$ cat src/rtl/ai_traffic_controller.sv
// ai_traffic_controller
// Opponent traffic generator. Owns NUM_CARS car slots, spawns cars at the top of
// the road at a random x position with a random speed, and moves every active car
// down by its speed once per effective frame. A car is retired when it reaches
// SCREEN_BOTTOM. A shared cooldown enforces a minimum number of frames between
// spawns. Each slot is published as {img_id, x, y, width, height}, 11 bits per field.
module ai_traffic_controller #(
    parameter int NUM_CARS      = 4,
    parameter int SCREEN_BOTTOM = 480,
    parameter int SPAWN_Y       = 0,
    parameter int X_MIN         = 160,
    parameter int X_MASK        = 255,
    parameter int MIN_SPEED     = 1,
    parameter int SPAWN_GAP     = 30,
    parameter int CAR_IMG       = 1,
    parameter int CAR_W         = 32,
    parameter int CAR_H         = 36
) (
    input  logic                               clk,
    input  logic                               resetN,
    input  logic                               frame_start,
    input  logic                               pause,
    input  logic [0:10]                        random,
    output logic [0:NUM_CARS-1][0:4][0:10]     car_states,
    output logic [0:NUM_CARS-1]                car_active
);

    localparam int CW = $clog2(SPAWN_GAP + 1);

    typedef enum logic {
        IDLE   = 1'b0,
        ACTIVE = 1'b1
    } slot_state_t;

    // An effective frame: the only cycles in which any state may change.
    logic frame_en;
    assign frame_en = frame_start & ~pause;

    // Idle flags as of the start of this frame; slots retiring now are not eligible.
    logic [NUM_CARS-1:0] idle;
    logic [NUM_CARS-1:0] spawn_onehot;
    logic [NUM_CARS-1:0] spawn_sel;
    logic                spawn_any;

    logic [CW-1:0] cooldown_reg;
    logic [CW-1:0] cooldown_next;

    // Spawn values derived from the random word sampled in the frame_start cycle.
    logic [10:0] spawn_x;
    logic [2:0]  spawn_speed;
    assign spawn_x     = 11'(X_MIN) + (random & 11'(X_MASK));
    assign spawn_speed = 3'(MIN_SPEED) + {1'b0, random[9:10]};

    // Lowest set bit of the idle vector picks the lowest-index idle slot.
    assign spawn_onehot = idle & (~idle + {{(NUM_CARS-1){1'b0}}, 1'b1});
    assign spawn_any    = frame_en && (cooldown_reg == '0) && (|idle);
    assign spawn_sel    = spawn_any ? spawn_onehot : '0;

    // Cooldown next value: reload on spawn, otherwise count down toward zero.
    always_comb begin
        cooldown_next = cooldown_reg;
        if (frame_en) begin
            if (spawn_any) begin
                cooldown_next = CW'(SPAWN_GAP);
            end else if (cooldown_reg != '0) begin
                cooldown_next = cooldown_reg - CW'(1);
            end
        end
    end

    // Cooldown register.
    always_ff @(posedge clk or negedge resetN) begin
        if (!resetN) begin
            cooldown_reg <= '0;
        end else begin
            cooldown_reg <= cooldown_next;
        end
    end

    genvar gi;
    generate
        for (gi = 0; gi < NUM_CARS; gi++) begin : g_slot
            slot_state_t state_reg;
            slot_state_t state_next;
            logic [10:0] x_reg;
            logic [10:0] x_next;
            logic [10:0] y_reg;
            logic [10:0] y_next;
            logic [2:0]  speed_reg;
            logic [2:0]  speed_next;
            logic [11:0] y_sum;

            // 12-bit sum so reaching the bottom is detected before any 11-bit wrap.
            assign y_sum = {1'b0, y_reg} + {9'b0, speed_reg};
            assign idle[gi] = (state_reg == IDLE);

            // Slot next-state: spawn when selected, move while active, retire at the bottom.
            always_comb begin
                state_next = state_reg;
                x_next     = x_reg;
                y_next     = y_reg;
                speed_next = speed_reg;
                if (frame_en) begin
                    case (state_reg)
                        IDLE: begin
                            if (spawn_sel[gi]) begin
                                state_next = ACTIVE;
                                x_next     = spawn_x;
                                y_next     = 11'(SPAWN_Y);
                                speed_next = spawn_speed;
                            end
                        end
                        ACTIVE: begin
                            if (y_sum >= 12'(SCREEN_BOTTOM)) begin
                                state_next = IDLE;
                                y_next     = 11'(SCREEN_BOTTOM);
                            end else begin
                                y_next = y_sum[10:0];
                            end
                        end
                        default: state_next = IDLE;
                    endcase
                end
            end

            // Slot registers; reset parks the car off-screen at the bottom.
            always_ff @(posedge clk or negedge resetN) begin
                if (!resetN) begin
                    state_reg <= IDLE;
                    x_reg     <= '0;
                    y_reg     <= 11'(SCREEN_BOTTOM);
                    speed_reg <= '0;
                end else begin
                    state_reg <= state_next;
                    x_reg     <= x_next;
                    y_reg     <= y_next;
                    speed_reg <= speed_next;
                end
            end

            // Output mapping straight from the slot registers; idle cars are not drawn.
            always_comb begin
                car_active[gi]    = (state_reg == ACTIVE);
                car_states[gi][0] = (state_reg == ACTIVE) ? 11'(CAR_IMG) : 11'd0;
                car_states[gi][1] = x_reg;
                car_states[gi][2] = (state_reg == ACTIVE) ? y_reg : 11'(SCREEN_BOTTOM);
                car_states[gi][3] = 11'(CAR_W);
                car_states[gi][4] = 11'(CAR_H);
            end
        end
    endgenerate

endmodule

$ cat config.mk
export PLATFORM = sky130hd
export DESIGN_NAME = ai_traffic_controller
export DESIGN_NICKNAME = d
export VERILOG_FILES = /design/src/rtl/ai_traffic_controller.sv
export SDC_FILE = /design/constraint.sdc
export NUM_CORES = 1
export LEC_CHECK = 0
export ABC_AREA = 1
export CORE_ASPECT_RATIO = 0.8
export CORE_MARGIN = 8
export CORE_UTILIZATION = 34
export DETAILED_ROUTE_END_ITERATION = 16
export PLACE_DENSITY = 0.64
export SYNTH_ARGS = -nofsm -noshare
export SYNTH_HDL_FRONTEND = slang
export SYNTH_SLANG_ARGS = --single-unit
$ cat constraint.sdc
create_clock -name clk -period 2 [get_ports clk]
set_input_delay 0.2 -clock clk [delete_from_list [all_inputs] [get_ports clk]]
set_output_delay 0.2 -clock clk [all_outputs]
set_load 0.1 [all_outputs]
==> results.toml, run 1 <==
[power_and_ir_drop]
p_total_mw = 11.23
p_leak_nw = 4.907
peakVddDrop_mv = 0.7840
powerDensity_nw_per_um2 = 1255

[cells_and_area]
regArea_sq_um = 2547
multiInputGateArea_sq_um = 3490
num-fill-cells = 2003
nNetsFinal = 1086
drive_above_1_share_pct = 25.83
largest_reg_flops = 44
area.growth.synth_to_final_pct = 30.35
layout.cells.non_filler = 1321
diodes = 0

[timing]
drv_slew = 0
postLayoutSetupSlackWorst_ps = -53.04
fin_crit_sh_pct = 102.7
clock_skew_ps = 9.239
setup_viol = 8
max_freq_ghz = 0.4871
finalHoldViolCount = 0
grt_setup_unrepaired = "true"
min_period_ps = 2053

[cts]
cts_made_buffers = 9
clkSinkCount = 101
h-tree-depth = 3
cts_buffer_depth = 2
clk_pin_slew_ps = 70
clock_latency_ps = 350
tritoncts = "built"
root_buffer = "clkbuf_16"

[hold_path]
hold_class = "in -> async"

[synthesis]
yosysSeqAreaShare_pct = 37.09
async_reset_ff_share_pct = 100.0
synth_ff_type = "dfrtp_1"
synth_warnings = 0
syn_avg_cell_area_sq_um = 7.506
synth_cells = 915
synth-seq-cells = 101
synth_edf_count = 0
syn_area_sq_um = 6868
ys_types = 39

[placed_design]
routabilityCongestion = 0.8433
numPlacedInstances = 1292
port_buffers = 99
hpwl_microns = 13440

[worst_setup_path]
critical_path.startpoint = "g_slot[0].y_reg[0]$_DFFE_PN0P_"
rrSetupSlack_ps = -50
critPathArrivalTime_ps = 2330
critPathKind = "reg -> reg"
timing.rr.end = "g_slot[0].y_reg[0]$_DFFE_PN0P_"
cp.required_ps = 2280
r2r_cells = 12
end_kind = "flip-flop"
path_max_fanout = 6
rr_startpoint = "g_slot[0].y_reg[0]$_DFFE_PN0P_"
critPathCapture = "g_slot[0].y_reg[0]$_DFFE_PN0P_"
cp-start-kind = "flip-flop"

[grt]
antenna_found_initial = 0
grt_max_degree = 38
grt_pass1_wl_microns = 28390
grt_overflow_total = 0
grt_usage_pct = 13.81
grt_pass1_vias = 5608

[die]
io_pins = 239
die_x_microns = 174.9
die_h_microns = 143.1
initial_core_util_pct = 34.69
core_area_sq_um = 19800
rows = 46
dieArea_sq_um = 25030

[detailed_routing]
routed_wl_microns = 17960
vias = 5653
first_pass_iters = 4
drcViolationCount = 0
drt-vias-per-instance = 4.279
wl_per_cell_microns = 13.60
first_iter_violations = 279
ant_nets = 0

[flow_run]
maxCapViolations = 0

[status]
failed_checks = "negative setup slack"
status = "finished with violations"
[logic make-up (layout without fill, tap and decap cells)]
family	after synthesis	count (layout)	share of synthesized area, %
simple gates	407	410	25.74
buf+inv	285	290	24.08
xor+xnor	13	13	1.658
compound gates	88	88	7.415
flops	101	101	37.09
fa+ha+maj	19	19	3.899
other cells	2	136	0.1094
[synth_stat cells (6+ instances only)]
cell | instances | area [sq um]
a21oi_1 | 11 | 55.05
buf_4 | 148 | 1111
clkbuf_1 | 7 | 26.28
dfrtp_1 | 85 | 2127
dfstp_2 | 16 | 420.4
ha_1 | 15 | 187.7
inv_1 | 116 | 435.4
nand2_1 | 262 | 983.4
nand2_2 | 6 | 37.54
nand3_1 | 63 | 315.3
nand3_2 | 7 | 70.07
nand4_1 | 10 | 62.56
nor2_1 | 41 | 153.9
nor2_2 | 7 | 43.79
o21ai_0 | 48 | 240.2
o21ai_1 | 10 | 50.05
o21ai_2 | 10 | 87.58
xor2_1 | 11 | 96.34
[per-layer routing]
| layer | global-route usage (%) | vias to the layer above | part of all wire (%) |
|---|---|---|---|
| met5 | 0 | - | 0 |
| met4 | 2.538 | 0 | 0.92 |
| met3 | 5.542 | 13 | 8.5 |
| met2 | 22.94 | 168 | 48 |
| met1 | 16.77 | 2641 | 43 |
| li1 | - | 2831 | - |
[area by class of cell]
cell class / count / share of cell area [%]
multi-input combinational: 666 / 38.98
sequential: 101 / 28.46
timing repair buffer: 153 / 20.77
inverter: 121 / 5.073
tap: 264 / 3.690
clock buffer: 13 / 2.795
clock inverter: 3 / 0.2376
[placed cells by master (no fill, tap or decap), drive strengths merged]
cell type	Yosys	layout
o21ai	69	69
clkinvlp	0	1
o211ai	2	2
o21bai	2	2
clkbuf	8	13
xor2	11	11
dfstp	16	16
ha	15	15
fa	4	4
dfrtp	85	85
buf	156	142
nand3	71	73
conb	2	136
clkdlybuf4s50	0	10
nand4	11	11
dlygate4sd3	0	1
inv	121	122
nor2	51	52
o21a	1	1
a21oi	12	12
clkinv	0	1
or2	1	1
nor3	4	4
a21boi	1	1
nand2	269	269
a31oi	1	1
xnor2	2	2
[worst max-delay path: stages (launching register included)]
cell     delay, ps
dfrtp_1        360
ha_2           200
inv_2           40
fa_2           360
inv_2           60
nand3_2         70
nand2_4        140
nand3_2         70
nand2_1         90
nand3_2        100
nor2_4         210
nand3_2        120
o21ai_1        150
[where the power goes]
group          switching [mW]  leakage (nW)  internal, mW  total [mW]
registers               0.378          1.30          2.53        2.91
clock network           0.792         0.130         0.884        1.68
logic                    4.87          3.47          1.78        6.65
total                    6.04          4.91          5.19        11.2
[worst min path at each step]
stage	from	cells past startpoint	endpoint
6_report	resetN	2	g_slot[0].y_reg[10]$_DFFE_PN0P_
5_1_grt	resetN	2	g_slot[0].x_reg[6]$_DFFE_PN0P_
4_1_cts	resetN	2	g_slot[0].y_reg[10]$_DFFE_PN0P_
3_5_place_dp	resetN	1	g_slot[0].y_reg[10]$_DFFE_PN0P_
3_3_place_gp	resetN	1	g_slot[0].y_reg[10]$_DFFE_PN0P_
2_1_floorplan	resetN	0	cooldown_reg[0]$_DFFE_PN0P_
[what timing repair did]
action / CTS / global route
resized for setup: 19 / 62
pin swaps: 8 / 34
buffers inserted: 4 / 5
setup endpoints to repair: 31 / 41
gates cloned: 1 / 2
hold buffers: 1 / 0
endpoints found under the hold margin: 22 / 0
[through the flow]
step	utilization, %	worst slack [ps]	setup TNS [ps]	hold slack (ps)	cell area [sq um]
global route	45.22	-153.1	-2596	367.6	8952
finish	45.22	-53.04	-196.0	316.9	8952
floorplan	-	55.29	0	-95.59	7371
global placement	41.80	-46.71	-549.9	161.7	8275
detailed placement	41.80	-117.3	-2115	161.9	8275
CTS	43.75	6.054	0	331.4	8662
No activity file was read; power rests on OpenSTA's default activity.
==> inputs of run 2 (changes only) <==
--- a/config.mk
+++ b/config.mk
@@ -8,9 +8,9 @@
 export ABC_AREA = 1
 export CORE_ASPECT_RATIO = 0.8
 export CORE_MARGIN = 8
-export CORE_UTILIZATION = 34
+export CORE_UTILIZATION = 42
 export DETAILED_ROUTE_END_ITERATION = 16
-export PLACE_DENSITY = 0.64
+export PLACE_DENSITY = 0.77
 export SYNTH_ARGS = -nofsm -noshare
 export SYNTH_HDL_FRONTEND = slang
 export SYNTH_SLANG_ARGS = --single-unit
==> run 2 against run 1 <==
Effect of this change: the run still ends with negative setup slack left; highest routed layer unchanged; via count up 0.97%; non-clock buffer count up 4; critical path type unchanged; largest power group unchanged; clock skew up 0.56 ps; clock power about the same.
==> results.toml, run 2 (same netlist as run 1, synthesis figures left out) <==
[grt]
grt_usage_pct = 15.57
grt_pass1_vias = 5489
grt_overflow_total = 0
grt_pass1_wl_microns = 26880
grt_max_degree = 39
antenna_found_initial = 0

[timing]
min_period_ps = 2006
holdWs_ps = 349.0
setup_viol = 3
drv_slew = 0
fin_crit_sh_pct = 100.3
clock_skew_ps = 9.798
max_freq_ghz = 0.4984
postLayoutSetupSlackWorst_ps = -6.326
grt_setup_unrepaired = "true"
finalHoldViolCount = 0

[placed_design]
routabilityCongestion = 0.9032
pre_cts_slack_ps = -100.8
port_buffers = 99
numPlacedInstances = 1243
hpwl_microns = 13050

[worst_setup_path]
slowest_delay_ps = 390
critical_path.startpoint = "g_slot[0].y_reg[0]$_DFFE_PN0P_"
rr_startpoint = "g_slot[0].y_reg[0]$_DFFE_PN0P_"
critPathKind = "reg -> reg"
crit_slowest_cell = "fa_2"
timing.rr.end = "g_slot[0].y_reg[3]$_DFFE_PN0P_"
critPathBufInv = 2
crit_top_cell = "nand3_2"
end_kind = "flip-flop"
cp-start-kind = "flip-flop"
critPathArrivalTime_ps = 2280
cp.required_ps = 2280
crit_path_cell_trace = "ha_2 -> inv_2 -> fa_2 -> inv_2 -> nand3_2 -> nand2_4 -> nand3_2 -> nand2_1 -> nand3_2 -> nor2_4 -> nand3_4 -> a21oi_2"
r2r_cells = 12
rrSetupSlack_ps = -6
path_max_fanout = 5
cpLargestDelayFamily = "simple AND/OR/NAND/NOR gates"

[cells_and_area]
drive_above_1_share_pct = 27.01
largest_reg_flops = 44
layout.cells.non_filler = 1274
layout_commonest_cell = "nand2_1"
nNetsFinal = 1088
diodes = 0
multiInputGateArea_sq_um = 3511
area.growth.synth_to_final_pct = 30.35
num-fill-cells = 1411
post-route-util_pct = 56.29
mostFrequentLayoutCells = "244 x nand2_1, 136 x conb_1, 110 x inv_1"
regArea_sq_um = 2547

[detailed_routing]
first_iter_violations = 302
drcViolationCount = 0
routed_wl_microns = 17030
first_pass_iters = 7
ant_nets = 0
drt-vias-per-instance = 4.480
wl_per_cell_microns = 13.36
vias = 5708

[cts]
clock_latency_ps = 350
tritoncts = "built"
cts_buffer_depth = 2
h-tree-depth = 3
clkSinkCount = 101
clk_pin_slew_ps = 80
root_buffer = "clkbuf_16"
cts_made_buffers = 9

[die]
dieArea_sq_um = 20730
die_h_microns = 130.4
io_pins = 239
die_x_microns = 159.0
initial_core_util_pct = 43.19
rows = 41
core_area_sq_um = 15900

[hold_path]
hold_class = "in -> async"

[status]
failed_checks = "negative setup slack"
status = "finished with violations"

[flow_run]
maxCapViolations = 0

[power_and_ir_drop]
powerDensity_nw_per_um2 = 1269
peakVddDrop_mv = 1.013
p_leak_nw = 4.919
run 2: cell count changes in the layout (fill, tap and decap cells not counted), moves of 3 or more:
cell,previous run,this run
nand3_1,45,48
nand2_2,14,19
nand2_1,250,244
nor2_2,5,8
o21ai_1,9,6
nor2_1,39,36
buf_4,86,91
nand3_2,21,16
run 2: repair_timing:
action,4_1_cts,5_1_grt
endpoints found under the hold margin,31,0
setup buffers,3,10
cloned,1,0
endpoints found under the setup margin,33,38
gates resized for setup,26,62
pin swaps,13,30
hold buffers,1,0
run 2: cell type report:
cell class	count	share of cell area, %
Inverter	121	5.073
Clock buffer	10	2.558
Tap cell	215	3.005
Multi-Input combinational cell	664	39.22
Clock inverter	6	0.6289
Sequential cell	101	28.46
Timing Repair Buffer	157	21.06
run 2: report_power, final:
group	switching (mW)	internal, mW
sequential	0.375	2.53
combinational	4.94	1.83
clock	0.819	0.872
run 2: routing by layer:
metal	vias up	routed length, microns	global-route usage, %
met4	0	126	3.210
met5	-	0	0
met3	10	1485	6.221
met1	2674	7132	18.91
li1	2839	-	-
met2	185	8280	25.98
run 2: stage by stage:
stage	setup TNS [ps]	cell area (sq um)	total power [mW]
3_3_place_gp	-50.16	8214	9.325
5_1_grt	-2599	8952	11.89
3_5_place_dp	-1254	8214	9.421
2_1_floorplan	0	7371	7.718
4_1_cts	-1.069	8633	11.21
6_report	-8.282	8952	11.36
run 2: worst max path at each step:
stage,to,slack [ps],cells after the start
2_1_floorplan,g_slot[0].y_reg[3]$_DFFE_PN0P_,60,12
3_3_place_gp,g_slot[1].state_reg$_DFFE_PN0P_,-30,11
3_5_place_dp,g_slot[1].state_reg$_DFFE_PN0P_,-100,12
4_1_cts,g_slot[1].state_reg$_DFFE_PN0P_,-1,12
5_1_grt,g_slot[1].state_reg$_DFFE_PN0P_,-130,12
6_report,g_slot[0].y_reg[3]$_DFFE_PN0P_,-6,12
run 2: worst reg2reg max path: cells and delay by family, from the launching register on:
kind / cells / cell delay (ps)
and+or+nand+nor: 7 / 760
buffers and inverters: 2 / 100
AOI/OAI and AO/OA: 1 / 120
DFF: 1 / 360
adders and majority gates: 2 / 580
==> inputs of run 3 (changes only) <==
--- a/config.mk
+++ b/config.mk
@@ -6,8 +6,8 @@
 export NUM_CORES = 1
 export LEC_CHECK = 0
 export ABC_AREA = 1
+export CAP_MARGIN = 5
 export CORE_ASPECT_RATIO = 0.8
-export CORE_MARGIN = 8
 export CORE_UTILIZATION = 42
 export DETAILED_ROUTE_END_ITERATION = 16
 export PLACE_DENSITY = 0.77
==> run 3 against run 2 <==
Effect of this change: the flow now finishes without violations; sequential share of layout area is essentially flat; routed wire length fell by 7.6%; cell area is 0.15% lower; fmax up 0.35%; critical path depth is the same; via count rose by 0.26%; critical path type unchanged.
==> results.toml, run 3 (same netlist as run 1, synthesis figures left out) <==
[detailed_routing]
drcViolationCount = 0
wl_per_cell_microns = 12.38
drt-vias-per-instance = 4.503
first_iter_violations = 412
routed_wl_microns = 15730
first_pass_iters = 6
vias = 5723
ant_nets = 0

[worst_setup_path]
crit_path_cell_trace = "ha_2 -> inv_2 -> fa_2 -> buf_6 -> o21ai_4 -> nand2_1 -> nand2_1 -> nand2_1 -> nor2_1 -> nand2_2 -> nand3_4 -> o211ai_1"
crit_slowest_cell = "fa_2"
cp.required_ps = 2210
cp-start-kind = "flip-flop"
critPathBufInv = 2
path_max_fanout = 5
cpLargestDelayFamily = "adder cells"
end_kind = "flip-flop"
crit_top_cell = "nand2_1"
critPathKind = "reg -> reg"
slowest_delay_ps = 390
critPathArrivalTime_ps = 2210

[placed_design]
numPlacedInstances = 1240
port_buffers = 99
routabilityCongestion = 0.9103
hpwl_microns = 11490

[flow_run]
maxCapViolations = 0

[timing]
fin_crit_sh_pct = 99.97
drv_slew = 0
holdWs_ps = 356.7
max_freq_ghz = 0.5002
grt_setup_unrepaired = "true"
min_period_ps = 1999
setup_viol = 0
finalHoldViolCount = 0
clock_skew_ps = 8.940

[power_and_ir_drop]
power.switching_mw = 6.061
powerDensity_nw_per_um2 = 1269
combPwrFrac_pct = 58.3
clockPowerShare_pct = 16.0
switching_share_pct = 53.45
peakVddDrop_mv = 0.8967
pwr-share-seq_pct = 25.7
internal_power_mw = 5.279
p_leak_nw = 4.916

[grt]
grtUsageMet2_pct = 30.51
antenna_found_initial = 0
grt_overflow_total = 0
grt_pass1_vias = 5214
grt_pass1_wl_microns = 25020
grt_usage_pct = 18.33
grt_util_met3_pct = 4.180
grtUsageMet1_pct = 23.73
grt_max_degree = 38
gr-max-usage-layer = "met2"

[die]
io_pins = 239
die_h_microns = 116.4
die_x_microns = 145.0
rows = 41
initial_core_util_pct = 43.33
core_area_sq_um = 15850
dieArea_sq_um = 16870

[cells_and_area]
num-fill-cells = 1383
drive_above_1_share_pct = 26.14
area.growth.synth_to_final_pct = 30.15
layout_commonest_cell = "nand2_1"
diodes = 0
largest_reg_flops = 44
nNetsFinal = 1085
layout.cells.non_filler = 1271
mostFrequentLayoutCells = "246 x nand2_1, 136 x conb_1, 110 x inv_1"

[cts]
cts_buffer_depth = 2
h-tree-depth = 3
root_buffer = "clkbuf_16"
clkSinkCount = 101
clk_pin_slew_ps = 70
cts_made_buffers = 9
tritoncts = "built"
clock_latency_ps = 350

[status]
status = "finished clean"

[hold_path]
hold_class = "in -> async"
-- run 3: cell types whose count changed in the layout (fill, tap and decap cells not counted), sizes merged --
| cell | previous run | this run |
|---|---|---|
| buf | 146 | 142 |
| bufinv | 0 | 1 |
| clkbuf | 10 | 9 |
| clkinvlp | 1 | 0 |
| inv | 124 | 125 |
| nor2 | 51 | 52 |
-- run 3: cell type report --
class | count | area, sq um | share of cell area, %
well taps | 215 | 269.0 | 3.010
flip-flops and latches | 101 | 2547 | 28.50
multi-input cells | 665 | 3497 | 39.12
inverters | 121 | 454.2 | 5.081
clock inverters | 7 | 78.83 | 0.8819
clock buffers | 9 | 225.2 | 2.520
repair buffers | 153 | 1867 | 20.88
-- run 3: path summary, 6_finish.rpt --
check	from	end	slack (ps)	depth (start not counted)
setup / recovery	g_slot[1].speed_reg[0]$_DFFE_PN0P_	g_slot[1].state_reg$_DFFE_PN0P_	0.7	12
max in group asynchronous	resetN	g_slot[1].y_reg[6]$_DFFE_PN1P_	950	3
min in group clk	random[6]	g_slot[0].x_reg[4]$_DFFE_PN0P_	460	3
hold reg to reg	g_slot[2].x_reg[0]$_DFFE_PN0P_	g_slot[2].x_reg[0]$_DFFE_PN0P_	490	2
setup reg to reg	g_slot[1].speed_reg[0]$_DFFE_PN0P_	g_slot[1].state_reg$_DFFE_PN0P_	0.7	12
hold / removal	resetN	g_slot[2].x_reg[2]$_DFFE_PN0P_	360	2
-- run 3: per-layer routing --
| metal | vias up | wire [microns] |
|---|---|---|
| li1 | 2829 | - |
| met1 | 2670 | 6773 |
| met2 | 201 | 7765 |
| met3 | 23 | 955 |
| met4 | 0 | 236 |
| met5 | - | 0 |
-- run 3: timing repair --
item	in CTS	in global routing
endpoints found under the hold margin	25	0
hold buffers	1	0
gates cloned	2	0
pin swaps	10	27
gates resized for setup	22	65
setup buffers	3	9
endpoints found under the setup margin	37	40
-- run 3: worst register-to-register path: stages, from the launching register on --
cell	delay (ps)
dfrtp_1	360
ha_2	190
inv_2	40
fa_2	390
buf_6	140
o21ai_4	130
nand2_1	70
nand2_1	60
nand2_1	70
nor2_1	130
nand2_2	100
nand3_4	100
o211ai_1	100
-- run 3: power by group through the flow --
| stage | Combinational [mW] | Clock (mW) | Sequential [mW] |
|---|---|---|---|
| floorplan | 4.26 | 0 | 3.46 |
| global placement | 6.35 | 0 | 2.91 |
| detailed placement | 6.44 | 0 | 2.92 |
| CTS | 6.48 | 1.85 | 2.89 |
| global route | 6.95 | 1.93 | 2.97 |
| finish | 6.62 | 1.81 | 2.91 |
-- run 3: stage by stage --
stage               area [sq um]  utilization (%)  total power [mW]  TNS [ps]  setup slack [ps]
global placement            8192            51.68             9.259    -177.4            -67.16
CTS                         8608            54.31             11.23    -3.370            -3.370
finish                      8939            56.39             11.34         0            0.6903
detailed placement          8192            51.68             9.352     -1411            -112.1
floorplan                   7371                -             7.718         0             55.29
global route                8939            56.39             11.85     -1638            -110.8
